<file path="src/rtl/barrel_shift_arbiter.sv">
// Two-port round-robin front end sharing one 8-bit rotate unit, with a registered result slot.
// Latency: 1 cycle from accept edge to out_valid; 1 result/cycle when out_ready is held high.
// Backpressure: a full slot with out_ready low deasserts both readys and freezes result and grant history.

// Purely combinational rotate unit: sel=1 rotates right, sel=0 rotates left, bits wrap.
module barrel_shifter #(
    parameter int DATA_W = 8,
    parameter int AMT_W  = 3
) (
    input  logic [DATA_W-1:0] data_in,
    input  logic [AMT_W-1:0]  amt,
    input  logic              sel,
    output logic [DATA_W-1:0] data_out
);
    logic [2*DATA_W-1:0] dbl;
    logic [2*DATA_W-1:0] rot_r;
    logic [2*DATA_W-1:0] rot_l;

    // Rotating a doubled copy of the operand gives the wrap-around for free.
    always_comb begin
        dbl      = {data_in, data_in};
        rot_r    = dbl >> amt;
        rot_l    = dbl << amt;
        data_out = sel ? rot_r[DATA_W-1:0] : rot_l[2*DATA_W-1:DATA_W];
    end
endmodule

module barrel_shift_arbiter #(
    parameter int DATA_W = 8,
    parameter int AMT_W  = 3
) (
    input  logic              clk,
    input  logic              rst_n,
    input  logic              a_valid,
    input  logic [DATA_W-1:0] a_data,
    input  logic [AMT_W-1:0]  a_amt,
    input  logic              a_sel,
    output logic              a_ready,
    input  logic              b_valid,
    input  logic [DATA_W-1:0] b_data,
    input  logic [AMT_W-1:0]  b_amt,
    input  logic              b_sel,
    output logic              b_ready,
    output logic              out_valid,
    output logic [DATA_W-1:0] out_data,
    output logic              out_id,
    input  logic              out_ready
);
    // Requester IDs as they appear on out_id and in the grant history.
    localparam logic ID_A = 1'b0;
    localparam logic ID_B = 1'b1;

    logic              out_valid_q, out_valid_d;
    logic [DATA_W-1:0] out_data_q,  out_data_d;
    logic              out_id_q,    out_id_d;
    logic              last_grant_q, last_grant_d;

    logic              slot_free;
    logic              gnt_vld;
    logic              gnt_id;
    logic              accept;
    logic [DATA_W-1:0] shf_data;
    logic [AMT_W-1:0]  shf_amt;
    logic              shf_sel;
    logic [DATA_W-1:0] shf_res;

    // Round-robin grant: a lone requester wins; under contention the one not served last wins.
    always_comb begin
        gnt_vld = a_valid || b_valid;
        gnt_id  = ID_A;
        if (a_valid && b_valid) begin
            gnt_id = ~last_grant_q;
        end else if (b_valid) begin
            gnt_id = ID_B;
        end
    end

    // The slot can take a new result when empty or when it is drained in the same cycle.
    // Readys are gated by rst_n so nothing is acknowledged while reset is held.
    always_comb begin
        slot_free = !out_valid_q || out_ready;
        accept    = rst_n && slot_free && gnt_vld;
        a_ready   = accept && (gnt_id == ID_A);
        b_ready   = accept && (gnt_id == ID_B);
    end

    // Steer the granted requester's operand into the single shared shifter.
    always_comb begin
        shf_data = (gnt_id == ID_B) ? b_data : a_data;
        shf_amt  = (gnt_id == ID_B) ? b_amt  : a_amt;
        shf_sel  = (gnt_id == ID_B) ? b_sel  : a_sel;
    end

    barrel_shifter #(
        .DATA_W (DATA_W),
        .AMT_W  (AMT_W)
    ) u_shifter (
        .data_in  (shf_data),
        .amt      (shf_amt),
        .sel      (shf_sel),
        .data_out (shf_res)
    );

    // Next slot contents: load on accept, empty on drain-only, otherwise hold.
    // Data and ID are left untouched on drain; they are don't-care once out_valid drops.
    always_comb begin
        out_valid_d  = out_valid_q;
        out_data_d   = out_data_q;
        out_id_d     = out_id_q;
        last_grant_d = last_grant_q;
        if (accept) begin
            out_valid_d  = 1'b1;
            out_data_d   = shf_res;
            out_id_d     = gnt_id;
            last_grant_d = gnt_id;
        end else if (out_ready) begin
            out_valid_d  = 1'b0;
        end
    end

    // Slot and grant-history registers; last_grant resets to B so A wins the first contention.
    always_ff @(posedge clk or negedge rst_n) begin
        if (!rst_n) begin
            out_valid_q  <= 1'b0;
            out_data_q   <= '0;
            out_id_q     <= ID_A;
            last_grant_q <= ID_B;
        end else begin
            out_valid_q  <= out_valid_d;
            out_data_q   <= out_data_d;
            out_id_q     <= out_id_d;
            last_grant_q <= last_grant_d;
        end
    end

    assign out_valid = out_valid_q;
    assign out_data  = out_data_q;
    assign out_id    = out_id_q;
endmodule

</file>
<file path="config.mk">
export PLATFORM = sky130hd
export DESIGN_NAME = barrel_shift_arbiter
export DESIGN_NICKNAME = d
export VERILOG_FILES = /design/src/rtl/barrel_shift_arbiter.sv
export SDC_FILE = /design/constraint.sdc
export NUM_CORES = 1
export LEC_CHECK = 0
export BUFFER_PORTS_ARGS = -buffer_cell sky130_fd_sc_hd__buf_2
export CAP_MARGIN = 20
export CORE_MARGIN = 5
export CORE_UTILIZATION = 54
export DETAILED_ROUTE_END_ITERATION = 8
export PLACE_DENSITY = 0.77
export SLEW_MARGIN = 20
export SYNTH_ARGS = -nofsm -noshare
export SYNTH_HDL_FRONTEND = slang
export SYNTH_SLANG_ARGS = --single-unit
</file>
<file path="constraint.sdc">
create_clock -name clk -period 2.3 [get_ports clk]
set_clock_uncertainty 0.1 [all_clocks]
set_input_delay 0 -clock clk [delete_from_list [all_inputs] [get_ports clk]]
set_output_delay 0 -clock clk [all_outputs]
set_load 0.005 [all_outputs]
</file>
==> flow_summary.ini, run 1 <==
[status]
outcome = completed

[clock_tree]
cts-resized-gates = 0
htreeDepth = 1
cts_sinks = 11
cts_buffer_depth = 2
cts_root_buffer = clkbuf_4
clk_latency_ps = 280
numCtsBuffers = 3
cts_setup_buffers = 0
cts.clk_slew.worst_paths_ps = 70
cts_tree = done

[floorplanning]
fp-row-count = 20
die_area_um2 = 4220
core-area_um2 = 2980
die_x_um = 65.0
start_util_pct = 54.8
dieHeight_um = 65.0
ios = 41

[drt]
drt_iter0_markers = 124
ant_nets = 0
wirelength_um = 4400
vias = 1516
drcViolationCount = 0
via_per_inst = 6.56
first_pass_iters = 4
wl_per_cell_um = 19.1

[sta]
post-route-min-period_ps = 2020
fin_ws_ps = 281
finalCritPeriodShare_pct = 87.8
rsz0062_at_grt = no
finalSetupViolCount = 0
holdWs_ps = 12.7
drv_slew = 0
relSlewSlack_pct = 65.5
tightest_slew_ps = 518
setup_tns_ps = 0
fmax_ghz = 0.495
final_hold_viol_count = 0

[logic_synthesis]
synth-seq-area-share_pct = 16.9
synth-compound-area-share_pct = 15.1
synth_edf_count = 0
postSynth.asyncResetShare_pct = 100
synth_nets = 189
synthAdderAreaFrac_pct = 0
synth_top_family_by_area = multiplexers
synth-xor-area-share_pct = 0
yosys_warnings = 0
synth-main-ff-cell = dfrtp_1
synthesis.area_um2 = 1630
synth-simple-area-share_pct = 14.4
syn_avg_cell_area_um2 = 10.2
syn_inst = 160
ys_ff_latch = 11
ys_types = 40
synth_mux_area_share_pct = 48.2

[layout]
nNetsFinal = 228
fin_util_pct = 63.7
ff_latch_area_um2 = 277
area_growth_pct = 16.2
drive_gt1_share_pct = 36.9
antenna_cells = 0
multi_input_area_um2 = 1270
nFillCells = 241

[power]
internal_power_uw = 538
switching_share_pct = 37.9
clock_power_share_pct = 15.6
powerDensity_nw_per_um2 = 457
leakage_nw = 0.866
total_power_uw = 867
p_seq_share_pct = 31.1
vdd_drop_max_mv = 0.190
combPwrFrac_pct = 53.3
p_switching_uw = 329

[grt]
grt_max_degree = 24
grt.total_usage_pct = 22.1
grt.overflow.total = 0
grt_pass1_wl_um = 7250
grt_pass1_vias = 1520
antenna_found_initial = 0

[critical_path]
reg2reg_slack_ps = 280
cp-start-kind = flip-flop
path_max_fanout = 23
path_class = reg2reg
required_ps = 2370
crit_path_end_kind = flip-flop
cp_data_arrival_time_ps = 2090

[placement]
dp_hpwl_um = 3540
portBuffers = 40
place_ws_ps = 372
gp_congestion = 0.964

[run]
maxCapViolations = 0

[min_path]
min-delay-path-class = in2async
## area by class of cell
cell class | instances | area share (%)
Inverter | 1 | 0.198
Sequential cell | 11 | 14.6
Multi-Input combinational cell | 134 | 66.9
Timing Repair Buffer | 48 | 14.8
Tap cell | 33 | 2.18
Clock buffer | 4 | 1.39
## cell usage after synthesis, types with 2 or more instances
cell	count	area [um^2]
mux2i_1	36	360
mux4_2	16	360
nor2_1	16	60.1
dfrtp_1	10	250
nor3_1	8	40.0
buf_2	7	35.0
nand2_1	6	22.5
nor2b_1	4	25.0
o22ai_1	4	25.0
o2bb2ai_1	4	35.0
a22oi_1	3	22.5
clkbuf_1	3	11.3
nand2b_1	3	18.8
a211o_1	2	17.5
a21o_1	2	15.0
a221o_1	2	20.0
a221oi_1	2	17.5
a22o_1	2	17.5
and2_1	2	12.5
buf_4	2	15.0
buf_6	2	22.5
mux2_2	2	22.5
mux2i_2	2	27.5
nand3_1	2	10.0
nor4_1	2	12.5
o211a_1	2	20.0
## path summary, 6_finish.rpt
path,start,to,cells past startpoint
max in group asynchronous,rst_n,last_grant_q,2
worst min register to register,out_id,out_id,1
worst max-delay path,last_grant_q,out_data[7],6
worst max register to register,last_grant_q,out_data[7],6
worst min-delay path,rst_n,out_data[1],2
min in group clk,a_sel,out_data[1],4
## layout by cell type (no fill, tap or decap), drive strengths merged
master	count
o22ai	4
a221oi	2
inv	1
o211a	2
dfstp	1
nand2	6
a211oi	1
nor2b	4
a22o	2
nand3	2
and3	2
mux4	16
o21ai	1
mux2i	38
a211o	2
clkbuf	4
and2	3
buf	45
a2bb2oi	1
nor3	9
a22oi	3
dfrtp	10
o2bb2ai	4
a21boi	1
nand2b	3
o31ai	1
nor4	2
mux2	3
a21o	2
dlygate4sd3	3
nor2	16
a21bo	1
a221o	2
a31oi	1
## critical path, stage by stage (launching register included)
cell	delay, ps
dfstp_2	550
a21bo_1	190
buf_12	190
nor2_1	80
a221oi_1	470
a22oi_1	150
o211a_1	170
## power groups by stage
stage / clock (mW) / combinational, mW / sequential (mW)
6_report: 0.135 / 0.462 / 0.270
3_3_place_gp: 0 / 0.439 / 0.271
3_5_place_dp: 0 / 0.449 / 0.275
4_1_cts: 0.138 / 0.456 / 0.271
2_1_floorplan: 0 / 0.291 / 0.276
5_1_grt: 0.153 / 0.499 / 0.276
## layer usage
metal  global-route usage [%]  wire length, um
met4                     8.18              115
met2                     38.3             2230
met1                     28.4             1790
met5                        0                0
met3                     1.91              269
## through the flow
| stage | cell area [um^2] | cells |
|---|---|---|
| global placement | 1840 | 224 |
| CTS | 1900 | 231 |
| floorplan | 1630 | 160 |
| global route | 1900 | 231 |
| finish | 1900 | 231 |
| detailed placement | 1840 | 224 |
## cells by family after synthesis
kind of cell | after synthesis
compound gates | 30
buf+inv | 15
simple gates | 47
mux | 57
flops | 11
## state kept, by name, indices dropped and copies added (netlist names)
signal and count:
last_grant_q 1, out_data 8, out_id 1, out_valid 1
## timing repair
item | CTS | global route
endpoints found under the hold margin | 12 | 0
hold buffers | 3 | 0
setup endpoints to repair | 0 | 0
No activity file was read; power rests on OpenSTA's default activity.
==> run 2, diff against run 1 <==
CORE_UTILIZATION = 49   (was 54)
PLACE_DENSITY = 0.76   (was 0.77)
clock period = 1.74 ns   (was 2.3 ns; I/O delays follow)
==> flow_summary.ini, run 2 (synthesized netlist as in run 1, its figures left out) <==
[status]
outcome = complete, but fails checks
failed_checks = setup timing

[critical_path]
path_class = reg2reg
crit_path_end_kind = flip-flop
path_max_fanout = 5
cp_slowest_stage_delay_ps = 410
cp-start-kind = flip-flop
critPathBufInv = 2
reg2reg_slack_ps = -210
reg2reg_to = out_data[3]
path_delay_family = compound AO/OA/AOI/OAI gates
critical_path.slowest_cell = dfstp_2
cp_data_arrival_time_ps = 2050
reg2reg_from = last_grant_q
r2r_cells = 7
crit_chain = a21boi_4 > buf_12 > mux2i_4 > buf_4 > nor4_2 > a221o_1 > nor2_1
required_ps = 1850

[drt]
first_pass_iters = 4
drcViolationCount = 0
vias = 1677
via_per_inst = 6.30
wirelength_um = 5210
ant_nets = 0
wl_per_cell_um = 19.6
drt_iter0_markers = 117

[sta]
fin_ws_ps = -206
finalSetupViolCount = 8
tightest_slew_ps = 362
post-route-min-period_ps = 1950
final_hold_viol_count = 0
fmax_ghz = 0.514
holdWs_ps = 68.7
rsz0062_at_grt = yes
finalCritPeriodShare_pct = 112
drv_slew = 0
relSlewSlack_pct = 75.7

[layout]
fin_util_pct = 68.5
antenna_cells = 0
nFillCells = 252
area_growth_pct = 37.9
most-common-layout-cells = buf_2, mux2i_1, buf_4, mux4_2, nor2_1
nNetsFinal = 250
ff_latch_area_um2 = 277
final_common_cell = buf_2
multi_input_area_um2 = 1410
largest_reg_flops = 8
drive_gt1_share_pct = 52.3

[clock_tree]
numCtsBuffers = 3
cts_sinks = 11
cts.clk_slew.worst_paths_ps = 90
cts_tree = done
cts_buffer_depth = 2
htreeDepth = 1
cts_root_buffer = clkbuf_4
clk_latency_ps = 290

[floorplanning]
dieHeight_um = 67.7
core-area_um2 = 3280
die_area_um2 = 4580
ios = 41
start_util_pct = 49.7
die_x_um = 67.7
fp-row-count = 21

[run]
maxCapViolations = 0

[grt]
grt.overflow.total = 0
grt_max_degree = 16
antenna_found_initial = 0
grt_pass1_wl_um = 8330
grt_pass1_vias = 1695
grt.total_usage_pct = 24.2

[placement]
portBuffers = 40
dp_hpwl_um = 4020
gp_congestion = 0.964

[power]
vdd_drop_max_mv = 0.203
leakage_nw = 1.00
powerDensity_nw_per_um2 = 586

[min_path]
min-delay-path-class = in2async
## run 2: stage by stage
stage / setup slack, ps / area (um^2) / cells / total power [mW] / setup TNS, ps
after global placement: -209 / 2010 / 254 / 1.00 / -1200
after floorplan: -48.4 / 1650 / 160 / 0.757 / -119
after global routing: -237 / 2250 / 266 / 1.39 / -1630
after detailed placement: -224 / 2010 / 254 / 1.02 / -1590
final: -206 / 2250 / 266 / 1.32 / -1290
after CTS: -136 / 2180 / 264 / 1.27 / -837
## run 2: worst min-delay path, cell delays in order
cell and delay (ps):
dlygate4sd3_1 520, buf_2 110, buf_4 190
## run 2: cell type report
type / count / area share [%]
inverters: 1 / 0.167
repair buffers: 70 / 21.1
multi-input cells: 134 / 62.7
clock buffers: 4 / 1.17
flip-flops and latches: 11 / 12.3
well taps: 46 / 2.56
## run 2: report_power, final
group | total, mW | internal [mW] | switching [mW]
clock network | 0.194 | 0.0890 | 0.105
logic | 0.762 | 0.393 | 0.369
registers | 0.362 | 0.322 | 0.0401
## run 2: worst max-delay path by stage
stage	start	end	slack (ps)	depth (start not counted)
final	last_grant_q	out_data[3]	-210	7
after CTS	last_grant_q	out_data[5]	-140	7
after global placement	last_grant_q	out_data[3]	-210	6
after detailed placement	last_grant_q	out_data[7]	-220	5
after floorplan	last_grant_q	out_data[3]	-50	6
after global routing	last_grant_q	out_data[3]	-240	7
## run 2: repair_timing
item,in CTS,in global routing
gates resized for setup,16,12
hold buffers,3,0
setup buffers,3,3
pin swaps,4,5
endpoints found under the setup margin,8,9
hold endpoints to repair,12,0
## run 2: routing by layer
metal / part of all wire [%] / wire length (um) / global-route usage, % / up-vias
li1: - / - / - / 758
met1: 41 / 2120 / 30.6 / 835
met2: 50 / 2620 / 41.6 / 68
met3: 6.2 / 321 / 3.33 / 16
met4: 3.0 / 154 / 8.86 / 0
met5: 0 / 0 / 0 / -
